$ cat src/rtl/cajero_pkg.sv
`default_nettype none
// ============================================================================
// Module      : cajero_pkg
// Description : Shared state encodings and constants for the ATM controller.
// Revision    : 1.0 - initial release
// ============================================================================
package cajero_pkg;

    // One-hot controller states
    localparam logic [5:0] c_ST_IDLE           = 6'b000001;
    localparam logic [5:0] c_ST_RECIBIENDO_PIN = 6'b000010;
    localparam logic [5:0] c_ST_COMPARAR_PIN   = 6'b000100;
    localparam logic [5:0] c_ST_ESPERA_MONTO   = 6'b001000;
    localparam logic [5:0] c_ST_TRANSACCION    = 6'b010000;
    localparam logic [5:0] c_ST_BLOQUEO        = 6'b100000;

    localparam logic [3:0] c_CERO   = 4'h0;
    localparam logic [3:0] c_UNO    = 4'h1;
    localparam logic [3:0] c_DOS    = 4'h2;
    localparam logic [3:0] c_TRES   = 4'h3;
    localparam logic [3:0] c_CUATRO = 4'h4;
    localparam logic [3:0] c_CINCO  = 4'h5;
    localparam logic [3:0] c_SEIS   = 4'h6;
    localparam logic [3:0] c_SIETE  = 4'h7;
    localparam logic [3:0] c_OCHO   = 4'h8;
    localparam logic [3:0] c_NUEVE  = 4'h9;
    localparam logic [3:0] c_VACIO  = 4'hF;

    localparam logic c_DEPOSITO = 1'b0;
    localparam logic c_RETIRO   = 1'b1;

    function automatic logic es_digito_valido(input logic [3:0] digito);
        return digito <= c_NUEVE;
    endfunction

endpackage
`default_nettype wire

$ cat src/rtl/cajero_pin_colector.sv
`default_nettype none
// ============================================================================
// Module      : cajero_pin_colector
// Description : Accepts BCD keypad digits into a PIN shift register and flags
//               the edge on which the final digit is taken.
// Revision    : 1.0 - initial release
// ============================================================================
module cajero_pin_colector
    import cajero_pkg::*;
#(
    parameter int PIN_DIGITS = 4
) (
    input  logic                    clk,
    input  logic                    rst,
    input  logic                    i_clear,
    input  logic                    i_habilitar,
    input  logic                    i_digito_stb,
    input  logic [3:0]              i_digito,
    output logic [4*PIN_DIGITS-1:0] o_pin_recibido,
    output logic                    o_pin_completo
);

    localparam int                 c_CNT_W  = $clog2(PIN_DIGITS + 1);
    localparam logic [c_CNT_W-1:0] c_ULTIMO = c_CNT_W'(PIN_DIGITS - 1);

    logic [c_CNT_W-1:0]      r_cuenta;
    logic [4*PIN_DIGITS-1:0] r_pin;
    logic [4*PIN_DIGITS-1:0] w_pin_desplazado;
    logic                    w_aceptar;

    assign w_aceptar = i_habilitar && i_digito_stb && es_digito_valido(i_digito);

    // New digits enter at the LS nibble so the first digit ends up MS
    generate
        if (PIN_DIGITS == 1) begin : g_un_digito
            assign w_pin_desplazado = i_digito;
        end else begin : g_varios_digitos
            assign w_pin_desplazado = {r_pin[4*PIN_DIGITS-5:0], i_digito};
        end
    endgenerate

    always_ff @(posedge clk) begin
        if (rst || i_clear) begin
            r_cuenta <= '0;
            r_pin    <= '0;
        end else if (w_aceptar) begin
            r_pin    <= w_pin_desplazado;
            r_cuenta <= r_cuenta + c_CNT_W'(1);
        end
    end

    assign o_pin_recibido = r_pin;
    assign o_pin_completo = w_aceptar && (r_cuenta == c_ULTIMO);

endmodule
`default_nettype wire

$ cat src/rtl/cajero_param.sv
`default_nettype none
// ============================================================================
// Module      : cajero_param
// Description : ATM transaction controller: PIN entry with attempt lockout,
//               followed by a single deposit or withdrawal against the balance.
// Revision    : 1.0 - initial release
// ============================================================================
module cajero_param
    import cajero_pkg::*;
#(
    parameter int PIN_DIGITS   = 4,
    parameter int BALANCE_W    = 32,
    parameter int MONTO_W      = 32,
    parameter int MAX_INTENTOS = 3
) (
    input  logic                    clock,
    input  logic                    reset,
    input  logic                    tarjeta_recibida,
    input  logic                    tipo_trans,
    input  logic                    digito_stb,
    input  logic [3:0]              digito,
    input  logic [4*PIN_DIGITS-1:0] pin,
    input  logic                    monto_stb,
    input  logic [MONTO_W-1:0]      monto,
    input  logic [BALANCE_W-1:0]    balance,
    output logic [BALANCE_W-1:0]    balance_actualizado,
    output logic                    balance_stb,
    output logic                    entregar_dinero,
    output logic                    pin_incorrecto,
    output logic                    advertencia,
    output logic                    bloqueo,
    output logic                    fondos_insuficientes
);

    localparam int                 c_INT_W     = $clog2(MAX_INTENTOS + 1);
    localparam logic [c_INT_W-1:0] c_MAX_INT   = c_INT_W'(MAX_INTENTOS);
    localparam logic [c_INT_W-1:0] c_AVISO_INT = c_INT_W'(MAX_INTENTOS - 1);

    logic [5:0]              r_estado;
    logic [c_INT_W-1:0]      r_intentos;
    logic [MONTO_W-1:0]      r_monto;
    logic                    r_tipo;

    logic                    w_rst;
    logic                    w_clear_pin;
    logic                    w_habilitar_pin;
    logic                    w_pin_completo;
    logic [4*PIN_DIGITS-1:0] w_pin_recibido;
    logic                    w_pin_ok;
    logic [c_INT_W-1:0]      w_intentos_inc;
    logic [BALANCE_W-1:0]    w_monto_ext;
    logic [BALANCE_W:0]      w_suma;
    logic [BALANCE_W-1:0]    w_resta;
    logic                    w_fondos_ok;

    assign w_rst           = !reset;
    // The collector stays cleared outside PIN entry so every entry starts fresh
    assign w_clear_pin     = (r_estado != c_ST_RECIBIENDO_PIN) || !tarjeta_recibida;
    assign w_habilitar_pin = (r_estado == c_ST_RECIBIENDO_PIN) && tarjeta_recibida;

    cajero_pin_colector #(
        .PIN_DIGITS (PIN_DIGITS)
    ) u_pin_colector (
        .clk            (clock),
        .rst            (w_rst),
        .i_clear        (w_clear_pin),
        .i_habilitar    (w_habilitar_pin),
        .i_digito_stb   (digito_stb),
        .i_digito       (digito),
        .o_pin_recibido (w_pin_recibido),
        .o_pin_completo (w_pin_completo)
    );

    assign w_pin_ok       = (w_pin_recibido == pin);
    assign w_intentos_inc = r_intentos + c_INT_W'(1);
    assign w_monto_ext    = BALANCE_W'(r_monto);
    assign w_suma         = {1'b0, balance} + {1'b0, w_monto_ext};
    assign w_resta        = balance - w_monto_ext;
    assign w_fondos_ok    = (w_monto_ext <= balance);

    always_ff @(posedge clock) begin
        if (!reset) begin
            r_estado             <= c_ST_IDLE;
            r_intentos           <= '0;
            r_monto              <= '0;
            r_tipo               <= c_DEPOSITO;
            balance_actualizado  <= '0;
            balance_stb          <= 1'b0;
            entregar_dinero      <= 1'b0;
            pin_incorrecto       <= 1'b0;
            advertencia          <= 1'b0;
            bloqueo              <= 1'b0;
            fondos_insuficientes <= 1'b0;
        end else begin
            balance_stb          <= 1'b0;
            entregar_dinero      <= 1'b0;
            pin_incorrecto       <= 1'b0;
            fondos_insuficientes <= 1'b0;

            case (r_estado)
                c_ST_IDLE: begin
                    if (tarjeta_recibida) begin
                        r_estado <= c_ST_RECIBIENDO_PIN;
                    end
                end

                c_ST_RECIBIENDO_PIN: begin
                    if (!tarjeta_recibida) begin
                        r_estado <= c_ST_IDLE;
                    end else if (w_pin_completo) begin
                        r_estado <= c_ST_COMPARAR_PIN;
                    end
                end

                c_ST_COMPARAR_PIN: begin
                    if (w_pin_ok) begin
                        r_intentos  <= '0;
                        advertencia <= 1'b0;
                        r_estado    <= tarjeta_recibida ? c_ST_ESPERA_MONTO : c_ST_IDLE;
                    end else begin
                        r_intentos     <= w_intentos_inc;
                        pin_incorrecto <= 1'b1;
                        if (w_intentos_inc == c_MAX_INT) begin
                            r_estado    <= c_ST_BLOQUEO;
                            bloqueo     <= 1'b1;
                            advertencia <= 1'b0;
                        end else begin
                            advertencia <= (w_intentos_inc == c_AVISO_INT);
                            r_estado    <= tarjeta_recibida ? c_ST_RECIBIENDO_PIN : c_ST_IDLE;
                        end
                    end
                end

                c_ST_ESPERA_MONTO: begin
                    if (!tarjeta_recibida) begin
                        r_estado <= c_ST_IDLE;
                    end else if (monto_stb) begin
                        r_monto  <= monto;
                        r_tipo   <= tipo_trans;
                        r_estado <= c_ST_TRANSACCION;
                    end
                end

                c_ST_TRANSACCION: begin
                    if (r_tipo == c_DEPOSITO) begin
                        balance_actualizado <= w_suma[BALANCE_W] ? {BALANCE_W{1'b1}}
                                                                 : w_suma[BALANCE_W-1:0];
                        balance_stb         <= 1'b1;
                    end else if (w_fondos_ok) begin
                        balance_actualizado <= w_resta;
                        balance_stb         <= 1'b1;
                        entregar_dinero     <= 1'b1;
                    end else begin
                        fondos_insuficientes <= 1'b1;
                    end
                    r_estado <= c_ST_IDLE;
                end

                c_ST_BLOQUEO: begin
                    bloqueo     <= 1'b1;
                    advertencia <= 1'b0;
                end

                default: begin
                    r_estado <= c_ST_IDLE;
                end
            endcase
        end
    end

endmodule
`default_nettype wire
$ cat config.mk
export PLATFORM = sky130hd
export DESIGN_NAME = cajero_param
export DESIGN_NICKNAME = d
export VERILOG_FILES = /design/src/rtl/cajero_pkg.sv /design/src/rtl/cajero_pin_colector.sv /design/src/rtl/cajero_param.sv
export SDC_FILE = /design/constraint.sdc
export NUM_CORES = 1
export LEC_CHECK = 0
export CAP_MARGIN = 20
export CORE_MARGIN = 4
export CORE_UTILIZATION = 45
export CTS_BUF_LIST = sky130_fd_sc_hd__clkbuf_8 sky130_fd_sc_hd__clkbuf_16
export DETAILED_ROUTE_END_ITERATION = 16
export GPL_TIMING_DRIVEN = 1
export PLACE_DENSITY = 0.8
export REMOVE_ABC_BUFFERS = 1
export SYNTH_ARGS = -nofsm -noshare
export SYNTH_HDL_FRONTEND = slang
export SYNTH_SLANG_ARGS = --single-unit
$ cat constraint.sdc
create_clock -name clock -period 4.5 [get_ports clock]
set_input_delay 1.125 -clock clock [delete_from_list [all_inputs] [get_ports clock]]
set_output_delay 1.125 -clock clock [all_outputs]
set_load 0.05 [all_outputs]
==> impl_metrics.py, run 1 <==
metrics = {
    "flow_run": {
        "max_cap_viol_count": 0,
    },
    "synth": {
        "synthCells": 986,
        "ys_async_sr_fraction": 0,
        "ys_ff_latch": 98,
        "ys_warn_count": 0,
        "synth.distinct_cells": 72,
        "syn_area_sq_mm": 0.00746,
        "synth_edf_count": 0,
        "netlist.area_leader.share": 0.263,
        "yosysSeqAreaShare": 0.263,
        "netlist_top_cells_count": "nand2_1 (138), a21oi_1 (109), dfxtp_1 (98)",
        "synth-main-ff-cell": "dfxtp_1",
        "yosysMostFrequentCell": "nand2_1",
        "synth.avg_cell_area_sq_um": 7.57,
        "synth_top_cell_by_area": "dfxtp_1",
        "yosys-top-cells-area": "dfxtp_1 (26%), ha_1 (11%), a21oi_1 (7.3%), nand2_1 (6.9%), xnor2_1 (5.8%)",
    },
    "global_routing": {
        "grt_pass1_vias": 6884,
        "grt_pass1_wl_mm": 34.7,
        "busiest_layer": "met2",
        "grt_usage": 0.230,
        "grt_use_met2": 0.358,
        "grt.met1_usage": 0.326,
        "antenna_found_initial": 0,
        "grt_max_degree": 51,
        "grt-ovfl-total": 0,
        "grtUsageMet3": 0.0397,
    },
    "power_and_ir_drop": {
        "switchingPower_mw": 0.533,
        "ir_drop_uv": 172,
        "clock_power_share": 0.390,
        "p_seq_frac": 0.437,
        "intPower_mw": 1.47,
        "combPwrFrac": 0.173,
        "power.total_mw": 2.00,
        "switching_share": 0.266,
        "leakage_nw": 3.44,
        "power-per-cell-area_mw_per_mm2": 217,
    },
    "final_layout": {
        "diodes": 0,
        "fin_util": 0.576,
        "synthToLayoutAreaGrowth_pct": 24.0,
        "fillerInstances": 1465,
        "layout-drive-gt1-share": 0.0605,
        "finalNetCount": 1263,
    },
    "sta": {
        "period_needed_ns": 4.31,
        "fin_crit_sh": 0.958,
        "drv_slew": 0,
        "worst_hold_slack_ns": 0.463,
        "fin_skew_ns": 0.00861,
        "max_freq_mhz": 232,
        "finalHoldViolations": 0,
        "setup_tns_ns": 0,
        "slew_headroom": 0.379,
        "worst_slew_pin_slew_ns": 0.930,
        "fin_ws_ns": 0.189,
        "finalSetupViolations": 0,
        "rsz0062_at_grt": "false",
    },
    "critical_path": {
        "cp_max_fo": 24,
        "critical_path_arrival_ns": 4.51,
        "cp.required_ns": 4.70,
        "end_kind": "flop",
        "start_kind": "input port",
        "reg2reg_depth": 12,
        "critPathKind": "input port to flop",
    },
    "placement": {
        "io_buffers": 127,
        "pre_cts_ws_ns": -0.119,
        "globalplace.congestion": 1.01,
        "hpwl_mm": 17.1,
    },
    "detailed_routing": {
        "routedWlPerCell_microns": 16.5,
        "ant_nets": 0,
        "via_count": 7398,
        "drtIter0Drc": 695,
        "drtPass1Iterations": 5,
        "vias_per_cell": 5.59,
        "drcViolationCount": 0,
        "wl_mm": 21.8,
    },
    "cts": {
        "clock_sinks": 98,
        "cts_tree": "built",
        "clk_latency_ns": 0.36,
        "cts_hold_buf": 0,
        "htree_levels": 3,
        "cts_buffer_depth": 2,
        "postCtsSetupBuffers": 0,
        "clkSlewWorstSetupHoldPaths_ns": 0.07,
        "postCtsResizedCells": 0,
        "cts_buffers": 9,
        "cts_root_buf": "clkbuf_16",
    },
    "floorplan": {
        "num_rows": 46,
        "die_y_microns": 137,
        "io_pins": 128,
        "initial_utilization": 0.465,
        "core_sq_mm": 0.0161,
        "design.die.area_sq_mm": 0.0187,
        "die_w_microns": 137,
    },
    "outcome": {
        "status": "complete, no violations",
    },
    "min_path": {
        "min_path_cells": 2,
        "min_path_type": "flop to flop",
    },
}
## path summary, 6_finish.rpt
path	end	from	slack, ns
min	u_pin_colector.r_cuenta[1]	u_pin_colector.r_cuenta[1]	0.46
min reg2reg	u_pin_colector.r_cuenta[1]	u_pin_colector.r_cuenta[1]	0.46
max	balance_actualizado[10]	balance[9]	0.19
max reg2reg	balance_actualizado[10]	r_monto[9]	1.00
## registers in the layout, summed over array words and instances (netlist names)
name                           flops
fondos_insuficientes               1
entregar_dinero                    1
r_tipo                             1
u_pin_colector.o_pin_recibido     16
advertencia                        1
u_pin_colector.r_cuenta            3
r_monto                           32
bloqueo                            1
balance_stb                        1
balance_actualizado               32
pin_incorrecto                     1
r_estado                           6
r_intentos                         2
## routing by layer
layer,part of all wire,vias up
li1,-,3671
met1,0.46,3409
met2,0.44,286
met3,0.074,32
met4,0.019,0
met5,0,-
## placed cells by master (no fill, tap or decap), types with 10 or more instances in the layout
cell type and count:
a211oi_1 10, a21boi_0 35, a21o_1 19, a21oi_1 108
buf_4 30, clkdlybuf4s50_1 126, dfxtp_1 98, ha_1 68
inv_1 72, nand2_1 138, nand2b_1 11, nand4_1 10
nor2_1 69, nor2b_1 11, nor3_1 24, o21ai_0 65
o31ai_1 10, xnor2_1 49
## final cells by class
type	count	area [sq um]	share of cell area
flip-flops and latches	98	1960	0.212
clock inverters	7	68.8	0.00743
multi-input cells	766	4960	0.536
clock buffers	9	225	0.0243
repair buffers	158	1510	0.163
inverters	70	263	0.0284
well taps	216	270	0.0292
## power by group through the flow
stage               clock [mW]  sequential (mW)  combinational (mW)
finish                   0.783            0.876               0.346
global route             0.834            0.876               0.375
CTS                      0.799            0.875               0.339
detailed placement           0            0.896               0.337
global placement             0            0.895               0.335
floorplan                    0            0.894               0.180
## critical path: stages
cell,delay [ns]
clkdlybuf4s50_1,0.46
ha_1,0.49
nand4_1,0.17
nor3_1,0.24
a221o_2,0.24
o211ai_1,0.11
a2111oi_1,0.60
nor4_2,0.14
inv_1,0.11
nand2_1,0.09
a21oi_4,0.59
a21oi_1,0.13
## metrics by stage
| stage | instance area [sq um] | instances |
|---|---|---|
| CTS | 9240 | 1323 |
| finish | 9260 | 1324 |
| detailed placement | 8950 | 1307 |
| global route | 9260 | 1324 |
| floorplan | 7180 | 934 |
| global placement | 8950 | 1307 |
## kinds of logic after synthesis
family | share of synthesized area
AOI/OAI and AO/OA | 0.289
and+or+nand+nor | 0.189
buffers and inverters | 0.0729
DFF | 0.263
adders and majority gates | 0.119
xor gates and xnor gates | 0.0634
muxes | 0.00402
No activity file was read; power rests on OpenSTA's default activity.
==> run 2: changes to the inputs <==
--- a/config.mk
+++ b/config.mk
@@ -9,6 +9,7 @@
 export CORE_MARGIN = 4
 export CORE_UTILIZATION = 45
 export CTS_BUF_LIST = sky130_fd_sc_hd__clkbuf_8 sky130_fd_sc_hd__clkbuf_16
+export CTS_CLUSTER_DIAMETER = 100
 export DETAILED_ROUTE_END_ITERATION = 16
 export GPL_TIMING_DRIVEN = 1
 export PLACE_DENSITY = 0.8
==> results of run 2 <==
Final layout, timing and power as in run 1 (identical DEF).
